File: src/rtl/multicycle_controller.sv
// ---------------------------------------------------------------------------
// multicycle_controller
//
// Control FSM for the multicycle RV32I core. Each instruction is stepped
// through a short sequence of states (FETCH, DECODE, then 1-3 execution
// states), and every datapath select is driven from here. The shared
// instruction/data memory is handshaked through mem_ready. An unsupported
// opcode, or an unsupported funct3 on a branch or jalr, parks the FSM in
// TRAP with illegal raised until reset.
//
// Parameters:
//   RESET_TRAP  1 = illegal survives reset (debug builds), 0 = reset clears it
//
// Ports:
//   clk         in   rising-edge clock
//   rst_n       in   synchronous active-low reset
//   op          in   instr[6:0]
//   funct3      in   instr[14:12]
//   funct7b5    in   instr[30]
//   zero        in   ALU result == 0
//   lt          in   signed A < B
//   ltu         in   unsigned A < B
//   mem_ready   in   memory has completed the current access
//   pcwrite     out  PC load enable
//   adrsrc      out  memory address select (0 PC, 1 ALUOut)
//   memwrite    out  data write strobe
//   irwrite     out  IR / oldPC load enable
//   regwrite    out  register file write enable
//   resultsrc   out  result select (00 ALUOut, 01 mem data, 10 ALU result)
//   alusrca     out  ALU A select (00 PC, 01 oldPC, 10 rs1, 11 zero)
//   alusrcb     out  ALU B select (00 rs2, 01 immext, 10 constant 4)
//   alucontrol  out  ALU operation code
//   immsrc      out  immediate format (000 I, 001 S, 010 B, 011 J, 100 U)
//   illegal     out  trap flag
// ---------------------------------------------------------------------------
module multicycle_controller #(
  parameter bit RESET_TRAP = 1'b0
) (
  input  logic       clk,
  input  logic       rst_n,
  input  logic [6:0] op,
  input  logic [2:0] funct3,
  input  logic       funct7b5,
  input  logic       zero,
  input  logic       lt,
  input  logic       ltu,
  input  logic       mem_ready,
  output logic       pcwrite,
  output logic       adrsrc,
  output logic       memwrite,
  output logic       irwrite,
  output logic       regwrite,
  output logic [1:0] resultsrc,
  output logic [1:0] alusrca,
  output logic [1:0] alusrcb,
  output logic [3:0] alucontrol,
  output logic [2:0] immsrc,
  output logic       illegal
);

  localparam logic [6:0] OP_LOAD   = 7'b0000011;
  localparam logic [6:0] OP_STORE  = 7'b0100011;
  localparam logic [6:0] OP_RTYPE  = 7'b0110011;
  localparam logic [6:0] OP_ITYPE  = 7'b0010011;
  localparam logic [6:0] OP_BRANCH = 7'b1100011;
  localparam logic [6:0] OP_JAL    = 7'b1101111;
  localparam logic [6:0] OP_JALR   = 7'b1100111;
  localparam logic [6:0] OP_LUI    = 7'b0110111;
  localparam logic [6:0] OP_AUIPC  = 7'b0010111;

  localparam logic [3:0] ALU_ADD  = 4'd0;
  localparam logic [3:0] ALU_SUB  = 4'd1;
  localparam logic [3:0] ALU_AND  = 4'd2;
  localparam logic [3:0] ALU_OR   = 4'd3;
  localparam logic [3:0] ALU_XOR  = 4'd4;
  localparam logic [3:0] ALU_SLT  = 4'd5;
  localparam logic [3:0] ALU_SLTU = 4'd6;
  localparam logic [3:0] ALU_SLL  = 4'd7;
  localparam logic [3:0] ALU_SRL  = 4'd8;
  localparam logic [3:0] ALU_SRA  = 4'd9;

  typedef enum logic [3:0] {
    S_FETCH, S_DECODE, S_MEMADR, S_MEMREAD, S_MEMWB, S_MEMWRITE,
    S_EXECR, S_EXECI, S_ALUWB, S_BRANCH, S_JAL, S_JALR, S_JALLINK,
    S_LUI, S_AUIPC, S_TRAP
  } state_t;

  state_t r_state;
  state_t w_next;
  logic   r_illegal;

  logic       w_pcwrite;
  logic       w_memwrite;
  logic       w_irwrite;
  logic       w_regwrite;
  logic       w_taken;
  logic       w_branchBad;

  // Map funct3/funct7b5 to an ALU operation. Immediate ops never subtract,
  // because instr[30] is part of the immediate for addi; only the shift
  // group looks at funct7b5 there.
  function automatic logic [3:0] aluDecode(input logic [2:0] f3,
                                           input logic       f7b5,
                                           input logic       isImm);
    logic [3:0] res;
    case (f3)
      3'b000:  res = (f7b5 && !isImm) ? ALU_SUB : ALU_ADD;
      3'b001:  res = ALU_SLL;
      3'b010:  res = ALU_SLT;
      3'b011:  res = ALU_SLTU;
      3'b100:  res = ALU_XOR;
      3'b101:  res = f7b5 ? ALU_SRA : ALU_SRL;
      3'b110:  res = ALU_OR;
      default: res = ALU_AND;
    endcase
    return res;
  endfunction

  // State register and sticky trap flag. The trap flag is raised as the FSM
  // enters TRAP, so illegal is already high in the first TRAP cycle.
  always_ff @(posedge clk) begin
    if (!rst_n) begin
      r_state <= S_FETCH;
      if (!RESET_TRAP) begin
        r_illegal <= 1'b0;
      end
    end else begin
      r_state <= w_next;
      if (w_next == S_TRAP) begin
        r_illegal <= 1'b1;
      end
    end
  end

  // Branch condition from funct3. Encodings 010/011 do not exist and are
  // flagged so the BRANCH state can trap instead of updating the PC.
  always_comb begin
    w_taken     = 1'b0;
    w_branchBad = 1'b0;
    case (funct3)
      3'b000:  w_taken = zero;
      3'b001:  w_taken = !zero;
      3'b100:  w_taken = lt;
      3'b101:  w_taken = !lt;
      3'b110:  w_taken = ltu;
      3'b111:  w_taken = !ltu;
      default: w_branchBad = 1'b1;
    endcase
  end

  // Immediate format follows the opcode directly so the extender output is
  // already valid while DECODE computes the branch/jal target.
  always_comb begin
    case (op)
      OP_STORE:         immsrc = 3'b001;
      OP_BRANCH:        immsrc = 3'b010;
      OP_JAL:           immsrc = 3'b011;
      OP_LUI, OP_AUIPC: immsrc = 3'b100;
      default:          immsrc = 3'b000;
    endcase
  end

  // Next-state and output decode. Everything defaults to 0/add so each
  // state only lists the selects it actually uses.
  always_comb begin
    w_next     = r_state;
    w_pcwrite  = 1'b0;
    w_memwrite = 1'b0;
    w_irwrite  = 1'b0;
    w_regwrite = 1'b0;
    adrsrc     = 1'b0;
    resultsrc  = 2'b00;
    alusrca    = 2'b00;
    alusrcb    = 2'b00;
    alucontrol = ALU_ADD;
    case (r_state)
      S_FETCH: begin
        alusrcb    = 2'b10;
        resultsrc  = 2'b10;
        w_irwrite  = mem_ready;
        w_pcwrite  = mem_ready;
        if (mem_ready) begin
          w_next = S_DECODE;
        end
      end
      S_DECODE: begin
        alusrca = 2'b01;
        alusrcb = 2'b01;
        case (op)
          OP_LOAD, OP_STORE: w_next = S_MEMADR;
          OP_RTYPE:          w_next = S_EXECR;
          OP_ITYPE:          w_next = S_EXECI;
          OP_BRANCH:         w_next = S_BRANCH;
          OP_JAL:            w_next = S_JAL;
          OP_JALR:           w_next = S_JALR;
          OP_LUI:            w_next = S_LUI;
          OP_AUIPC:          w_next = S_AUIPC;
          default:           w_next = S_TRAP;
        endcase
      end
      S_MEMADR: begin
        alusrca = 2'b10;
        alusrcb = 2'b01;
        w_next  = (op == OP_LOAD) ? S_MEMREAD : S_MEMWRITE;
      end
      S_MEMREAD: begin
        adrsrc = 1'b1;
        if (mem_ready) begin
          w_next = S_MEMWB;
        end
      end
      S_MEMWB: begin
        resultsrc  = 2'b01;
        w_regwrite = 1'b1;
        w_next     = S_FETCH;
      end
      S_MEMWRITE: begin
        adrsrc     = 1'b1;
        w_memwrite = 1'b1;
        if (mem_ready) begin
          w_next = S_FETCH;
        end
      end
      S_EXECR: begin
        alusrca    = 2'b10;
        alucontrol = aluDecode(funct3, funct7b5, 1'b0);
        w_next     = S_ALUWB;
      end
      S_EXECI: begin
        alusrca    = 2'b10;
        alusrcb    = 2'b01;
        alucontrol = aluDecode(funct3, funct7b5, 1'b1);
        w_next     = S_ALUWB;
      end
      S_ALUWB: begin
        w_regwrite = 1'b1;
        w_next     = S_FETCH;
      end
      S_BRANCH: begin
        alusrca    = 2'b10;
        alucontrol = ALU_SUB;
        w_pcwrite  = w_taken && !w_branchBad;
        w_next     = w_branchBad ? S_TRAP : S_FETCH;
      end
      S_JAL: begin
        alusrca   = 2'b01;
        alusrcb   = 2'b10;
        w_pcwrite = 1'b1;
        w_next    = S_ALUWB;
      end
      S_JALR: begin
        alusrca   = 2'b10;
        alusrcb   = 2'b01;
        resultsrc = 2'b10;
        w_pcwrite = 1'b1;
        w_next    = (funct3 == 3'b000) ? S_JALLINK : S_TRAP;
      end
      S_JALLINK: begin
        alusrca    = 2'b01;
        alusrcb    = 2'b10;
        resultsrc  = 2'b10;
        w_regwrite = 1'b1;
        w_next     = S_FETCH;
      end
      S_LUI: begin
        alusrca = 2'b11;
        alusrcb = 2'b01;
        w_next  = S_ALUWB;
      end
      S_AUIPC: begin
        alusrca = 2'b01;
        alusrcb = 2'b01;
        w_next  = S_ALUWB;
      end
      default: begin
        w_next = S_TRAP;
      end
    endcase
  end

  // Strobes are forced low whenever reset is asserted, so an instruction
  // interrupted by reset never gets a partial write out of its current state.
  assign pcwrite  = w_pcwrite  & rst_n;
  assign memwrite = w_memwrite & rst_n;
  assign irwrite  = w_irwrite  & rst_n;
  assign regwrite = w_regwrite & rst_n;
  assign illegal  = r_illegal;

endmodule

File: config.mk
export PLATFORM = sky130hd
export DESIGN_NAME = multicycle_controller
export DESIGN_NICKNAME = d
export VERILOG_FILES = /design/src/rtl/multicycle_controller.sv
export SDC_FILE = /design/constraint.sdc
export NUM_CORES = 1
export LEC_CHECK = 0
export CORE_ASPECT_RATIO = 0.75
export CORE_UTILIZATION = 45
export CTS_BUF_LIST = sky130_fd_sc_hd__clkbuf_8 sky130_fd_sc_hd__clkbuf_16
export DETAILED_ROUTE_END_ITERATION = 10
export PLACE_DENSITY = 0.81
export SLEW_MARGIN = 10
export SYNTH_ARGS = -nofsm -noshare
export SYNTH_HDL_FRONTEND = slang
export SYNTH_SLANG_ARGS = --single-unit
File: constraint.sdc
create_clock -name clk -period 2.81 [get_ports clk]
set_input_delay 0.562 -clock clk [delete_from_list [all_inputs] [get_ports clk]]
set_output_delay 0.562 -clock clk [all_outputs]
set_load 0.02 [all_outputs]
==> impl_results.md, run 1 <==
* Antenna violations before repair at 0
* Pre-Repair DR Iteration Count at 4
* R2R Setup Slk at 0.96 ns
* Setup violation total in the final timing report at 0
* TritonCTS clock tree: done
* Drt total wl at 2.48 mm
* R2R depth at 5
* Number of flops mapped to enable cells by yosys at 0
* Starting DRT DRC Count at 41
* VDD IR max at 1.04 mV
* Largest net degree at the start of global routing at 18
* Synth async-reset ratio at 0
* Area added between synthesis and finish at 57.9%
* Hold buffer count at cts at 0
* H-Tree Depth at 1
* Multi-input gate area at 679 um^2
* WHS Path Cells at 1
* Cell taking the most area after synthesis: dfxtp_1
* GPL Wtd Cong at 0.865
* Hold EP: illegal
* Yosys warning total at 0
* # rows at 13
* Power Dens Cells at 790 nW/um^2
* Fin. max-slew vios at 0
* MaxCap Viol Count at 0
* Post-Layout Inst Area at 1330 um^2
* Fmax at 359 MHz
* Sequential fraction of the synthesis area at 0.119
* Final min period at 2.78 ns
* Setup crit end kind: primary output
* Worst Path Buf+Inv at 2
* Main synth FF type: dfxtp_1
* Crit path cell chain: clkdlybuf4s50_1 > or3_4 > a21oi_1 > clkdlybuf4s50_1
* Skew final at 0.00286 ns
* CTS Buf Count at 3
* Final Hold Violating Endpoints at 0
* Peak fanout along the critical path at 4
* Share of post-route cells with drive strength above 1 at 0.206
* Area after DPL at 1290 um^2
* Top-area cell type share of the netlist area at 0.119
* Clock transition at path regs at 0.04 ns
* # port buffers at 35
* Largest stage delay, worst path at 0.64 ns
* Critical path class: in -> out
* Vias at 1081
* Initial Util at 0.485
* Worst setup SP type: input port
* Unique cell type count in the Yosys netlist at 47
* Die area at 2060 um^2
* Worst EP required at 2.25 ns
* Clock latency on the worst-skew pair at 0.22 ns
* Layout Nets at 188
* Max-slew headroom at 0.691
* CTS Buffer Depth at 2
* CP top delay family: buffers and inverters
* Synth Net Count at 140
* Core area at 1740 um^2
* Post-route DRC at 0
* CP max stage cell: clkdlybuf4s50_1
* Total GRT Usage at 0.272
* Post-Syn Area at 845 um^2
* DR vias/cell at 5.63
* Die Span Y at 39.5 um
* Vias in the first global route at 922
* Hold Path Origin: illegal
* # IOs at 36
* Most frequent cell after synthesis: nand2_1
* Clock sinks at 5
* Register bit count reported by yosys at 5
* Arr. time, crit path at 2.22 ns
* Reg-to-Reg Start: r_state[0]
* Avg WL per Cell at 12.9 um
* Mapped Cells at 123
* R2r endpoint: illegal
* Root Driver: clkbuf_8
* Overflow after GRT at 0
* Leak pwr at 0.000562 uW
* Most used cell, CP: clkdlybuf4s50_1
* HP Class: reg -> reg
* DPL Wire Length at 1.98 mm
* Die X at 52.0 um
* First-pass GRT wire length at 4.07 mm
* Fin crit share at 0.991
* Outcome: finished clean
* Ant diodes at 0
* RSZ-0062 raised after global routing: no
* Fin Hold WS at 0.489 ns
* Reg area at 100 um^2
* Post-Syn Area per Cell at 6.87 um^2
* Fillers at 136
* Synth top cells by count: nand2_1 (17), nor2_1 (10), o21ai_0 (9)
* Post-route ant nets at 0
* Worst-Margin Slew at 0.463 ns
* Synth area leaders: dfxtp_1 (12%), nand2_1 (7.6%), o21ai_0 (5.3%)
==> cell families (layout without fill, tap and decap cells) <==
family	Yosys count	in the layout	synth area share
and+or+nand+nor	67	67	0.455
xor gates and xnor gates	3	3	0.0311
AOI/OAI and AO/OA	37	37	0.307
DFF	5	5	0.119
buffers and inverters	10	57	0.0770
muxes	1	1	0.0119
==> sequential cells by signal (all words and copies together) (netlist names) <==
name,count
illegal,1
r_state,4
==> power breakdown <==
group	leakage, uW	switching (uW)	internal [uW]
combinational	0.000494	400	382
clock	0.0000269	33.4	93.5
sequential	0.0000409	48.5	97.0
==> routing by layer <==
metal	GRT usage	share of wire	vias to the layer above
met3	0.0271	0.046	0
met1	0.378	0.50	506
li1	-	-	541
met4	0.115	0	0
met5	0	0	-
met2	0.426	0.46	34
==> layout by cell type (no fill, tap or decap), drive strengths merged, types with 3 or more instances in the layout <==
cell type	instances
nor2b	6
dfxtp	5
and2	5
o21ai	9
clkbuf	3
o22ai	3
nand2b	3
nor3	8
nand2	17
or2b	3
buf	17
clkdlybuf4s50	32
nor2	10
a21oi	6
o21a	3
==> area by class of cell <==
cell class	count	area share
Clock inverter	1	0.00281
Inverter	1	0.00281
Multi-Input combinational cell	108	0.509
Clock buffer	3	0.0310
Timing Repair Buffer	52	0.358
Sequential cell	5	0.0750
Tap cell	22	0.0206
==> stage by stage <==
stage                     power [uW]  worst slack, ns  utilization  instances  TNS, ns
final                           1050           0.0254        0.766        192        0
after global placement           911          -0.0998        0.740        188  -0.0998
after global routing            1140           0.0118        0.766        192        0
after CTS                       1050           0.0102        0.765        192        0
after detailed placement         928           -0.114        0.740        188   -0.129
after floorplan                  655            0.571            -        123        0
==> how the worst max path moves through the flow <==
stage | from | end | slack (ns) | cells past startpoint
global placement | funct3[2] | pcwrite | -0.1 | 7
detailed placement | funct3[2] | pcwrite | -0.11 | 7
floorplan | funct3[2] | pcwrite | 0.57 | 6
finish | op[3] | immsrc[0] | 0.03 | 4
global route | op[3] | immsrc[0] | 0.01 | 4
CTS | funct3[0] | alucontrol[0] | 0.01 | 7
==> repair_timing <==
action	CTS	global route
gates resized for setup	2	1
setup endpoints to repair	2	1
setup buffers	0	0
Note: power is estimated with default switching activity, not from simulation.
==> inputs of run 2 (changes only) <==
- GPL_TIMING_DRIVEN: not set -> 0
- SKIP_CTS_REPAIR_TIMING: not set -> 1
==> impl_results.md, run 2 (synthesized netlist as in run 1, its figures left out) <==
* Most frequent cells in the layout: clkdlybuf4s50_1 (27), nand2_1 (17), nor2_1 (10)
* Clock sinks at 5 (unchanged)
* Setup crit end kind: primary output
* Setup violation total in the final timing report at 0 (unchanged)
* Max-slew headroom at 0.727 (+0.0361)
* H-Tree Depth at 1 (unchanged)
* Worst setup SP type: input port
* Pre-Repair DR Iteration Count at 4 (unchanged)
* CP max stage cell: clkdlybuf4s50_1
* DPL Wire Length at 1.77 mm (-10%)
* Clock latency on the worst-skew pair at 0.22 ns (about the same)
* Power Dens Cells at 853 nW/um^2 (+8.0%)
* Switching portion of total power at 0.456 (-0.00116)
* HP Class: reg -> reg
* RSZ-0062 raised after global routing: no
* Peak fanout along the critical path at 7 (+3)
* CTS Buffer Depth at 2 (unchanged)
* Largest Register: r_state
* Clock power share at 0.119 (about the same)
* P_sw at 489 uW (+1.6%)
* Outcome: finished clean
* Die area at 2060 um^2 (unchanged)
* Area added between synthesis and finish at 49.0%
* Clock transition at path regs at 0.03 ns (about the same)
* Total GRT Usage at 0.253 (-0.0193)
* Leak pwr at 0.000557 uW (-0.84%)
* # rows at 13 (unchanged)
* Layout Nets at 177 (-5.9%)
* First-pass GRT wire length at 3.73 mm (-8.3%)
* Die X at 52.0 um (unchanged)
* Share of post-route cells with drive strength above 1 at 0.157 (-0.0486)
* Hold Path Origin: illegal
* Hold EP: illegal
* Post-Layout Inst Area at 1260 um^2 (-5.6%)
* R2R depth at 6 (+1)
* Avg WL per Cell at 12.9 um (-0.29%)
* Finished Core Util at 0.723 (-0.0431)
* Die Span Y at 39.5 um (unchanged)
* Critical path class: in -> out
* CTS Buf Count at 3 (unchanged)
* # IOs at 36 (unchanged)
* Reg-to-Reg Start: r_state[2]
* Post-route ant nets at 0 (unchanged)
* Skew final at 0.00117 ns (-0.00169 ns)
* Combinational power share at 0.774 (+0.032)
* # port buffers at 32 (-8.6%)
* Largest stage delay, worst path at 0.61 ns (-0.03 ns)
* Area after DPL at 1190 um^2 (-7.5%)
* Root Driver: clkbuf_8
* WHS Path Cells at 1 (unchanged)
* Fin cells at 181 (-5.7%)
* Antenna violations before repair at 0 (unchanged)
* Starting DRT DRC Count at 29 (-29%)
* Post-Place Setup Slack at -0.0555 ns (+0.0582 ns)
* Final Hold Violating Endpoints at 0 (unchanged)
* GPL Wtd Cong at 0.808 (-6.6%)
* Most common cell after layout, fill and taps aside: clkdlybuf4s50_1
* DR vias/cell at 5.81 (+3.1%)
* Vias at 1051 (-2.8%)
* P_int at 585 uW (+2.1%)
* Core area at 1740 um^2 (unchanged)
* Largest net degree at the start of global routing at 11 (-7)
* TritonCTS clock tree: done
* Most used cell, CP: clkdlybuf4s50_1
* Fmax at 365 MHz (+1.6%)
* R2R Setup Slk at 1.08 ns (+0.12 ns)
* Placed cells at 177 (-5.9%)
* MaxCap Viol Count at 0 (unchanged)
* Ant diodes at 0 (unchanged)
* Max reg flops at 4 (unchanged)
* Final min period at 2.74 ns (-0.0436 ns)
* Drt total wl at 2.33 mm (-6.0%)
* Worst-Margin Slew at 0.405 ns (-0.0584 ns)
* Worst Path Buf+Inv at 2 (unchanged)
* Fin crit share at 0.975 (-0.0155)
* CP top delay family: buffers and inverters
* Arr. time, crit path at 2.18 ns (-0.04 ns)
* Part of the power in registers at 0.107 (-0.031)
* Post-route DRC at 0 (unchanged)
* Vias in the first global route at 830 (-10%)
* Crit path cell chain: clkdlybuf4s50_1 > and3b_2 > nand2_1 > nor2_1 > clkdlybuf4s50_1
* Fin. max-slew vios at 0 (unchanged)
* R2r endpoint: illegal
* VDD IR max at 0.901 mV (-14%)
* Overflow after GRT at 0 (unchanged)
* Worst EP required at 2.25 ns (about the same)
* Post-route setup slack at 0.0689 ns (+0.0436 ns)
* Initial Util at 0.485 (unchanged)
## run 2: cell types whose count changed in the layout (fill, tap and decap cells not counted), sizes merged
cell,delta
clkbuf,+3
dlygate4sd2,-2
clkdlybuf4s50,-5
dlymetal6s2s,+4
buf,-11
## run 2: final cells by class
type | count | area, um^2
Clock inverter | 1 | 3.75
Inverter | 1 | 3.75
Fill cell | 141 | 482
Tap cell | 22 | 27.5
Sequential cell | 5 | 100
Timing Repair Buffer | 32 | 333
Clock buffer | 3 | 41.3
Multi-Input combinational cell | 108 | 687
Buffer | 9 | 62.6
## run 2: worst max-delay path by stage
stage	startpoint	slack (ns)	end	cells past startpoint
3_3_place_gp	lt	-0.02	pcwrite	7
5_1_grt	op[6]	0.02	immsrc[2]	4
3_5_place_dp	op[2]	-0.06	immsrc[0]	4
4_1_cts	r_state[2]	-0.07	alucontrol[0]	8
2_1_floorplan	funct3[2]	0.57	pcwrite	6
6_report	op[4]	0.07	immsrc[1]	5
## run 2: power groups by stage
stage	clock, uW	sequential [uW]	combinational, uW
after floorplan	0	113	541
after global placement	0	115	801
after detailed placement	0	117	813
after CTS	131	116	816
after global routing	137	121	901
final	128	115	831
## run 2: worst register-to-register path: cells and delay by family (launching register included)
family,cells,cell delay [ns]
compound gates,4,1.00
flops,1,0.31
simple gates,1,0.20
buf+inv,1,0.12
## run 2: routing by layer
layer / up-vias / track usage / part of all wire
li1: 525 / - / -
met1: 474 / 0.324 / 0.45
met4: 0 / 0.101 / 0.011
met2: 49 / 0.426 / 0.46
met5: - / 0 / 0
met3: 3 / 0.0388 / 0.072
## run 2: through the flow
step	hold WS (ns)	TNS, ns	total power (uW)
floorplan	0.595	0	655
global placement	0.457	-0.0311	916
detailed placement	0.474	-0.0919	930
CTS	0.494	-0.159	1060
global route	0.508	0	1160
finish	0.492	0	1070
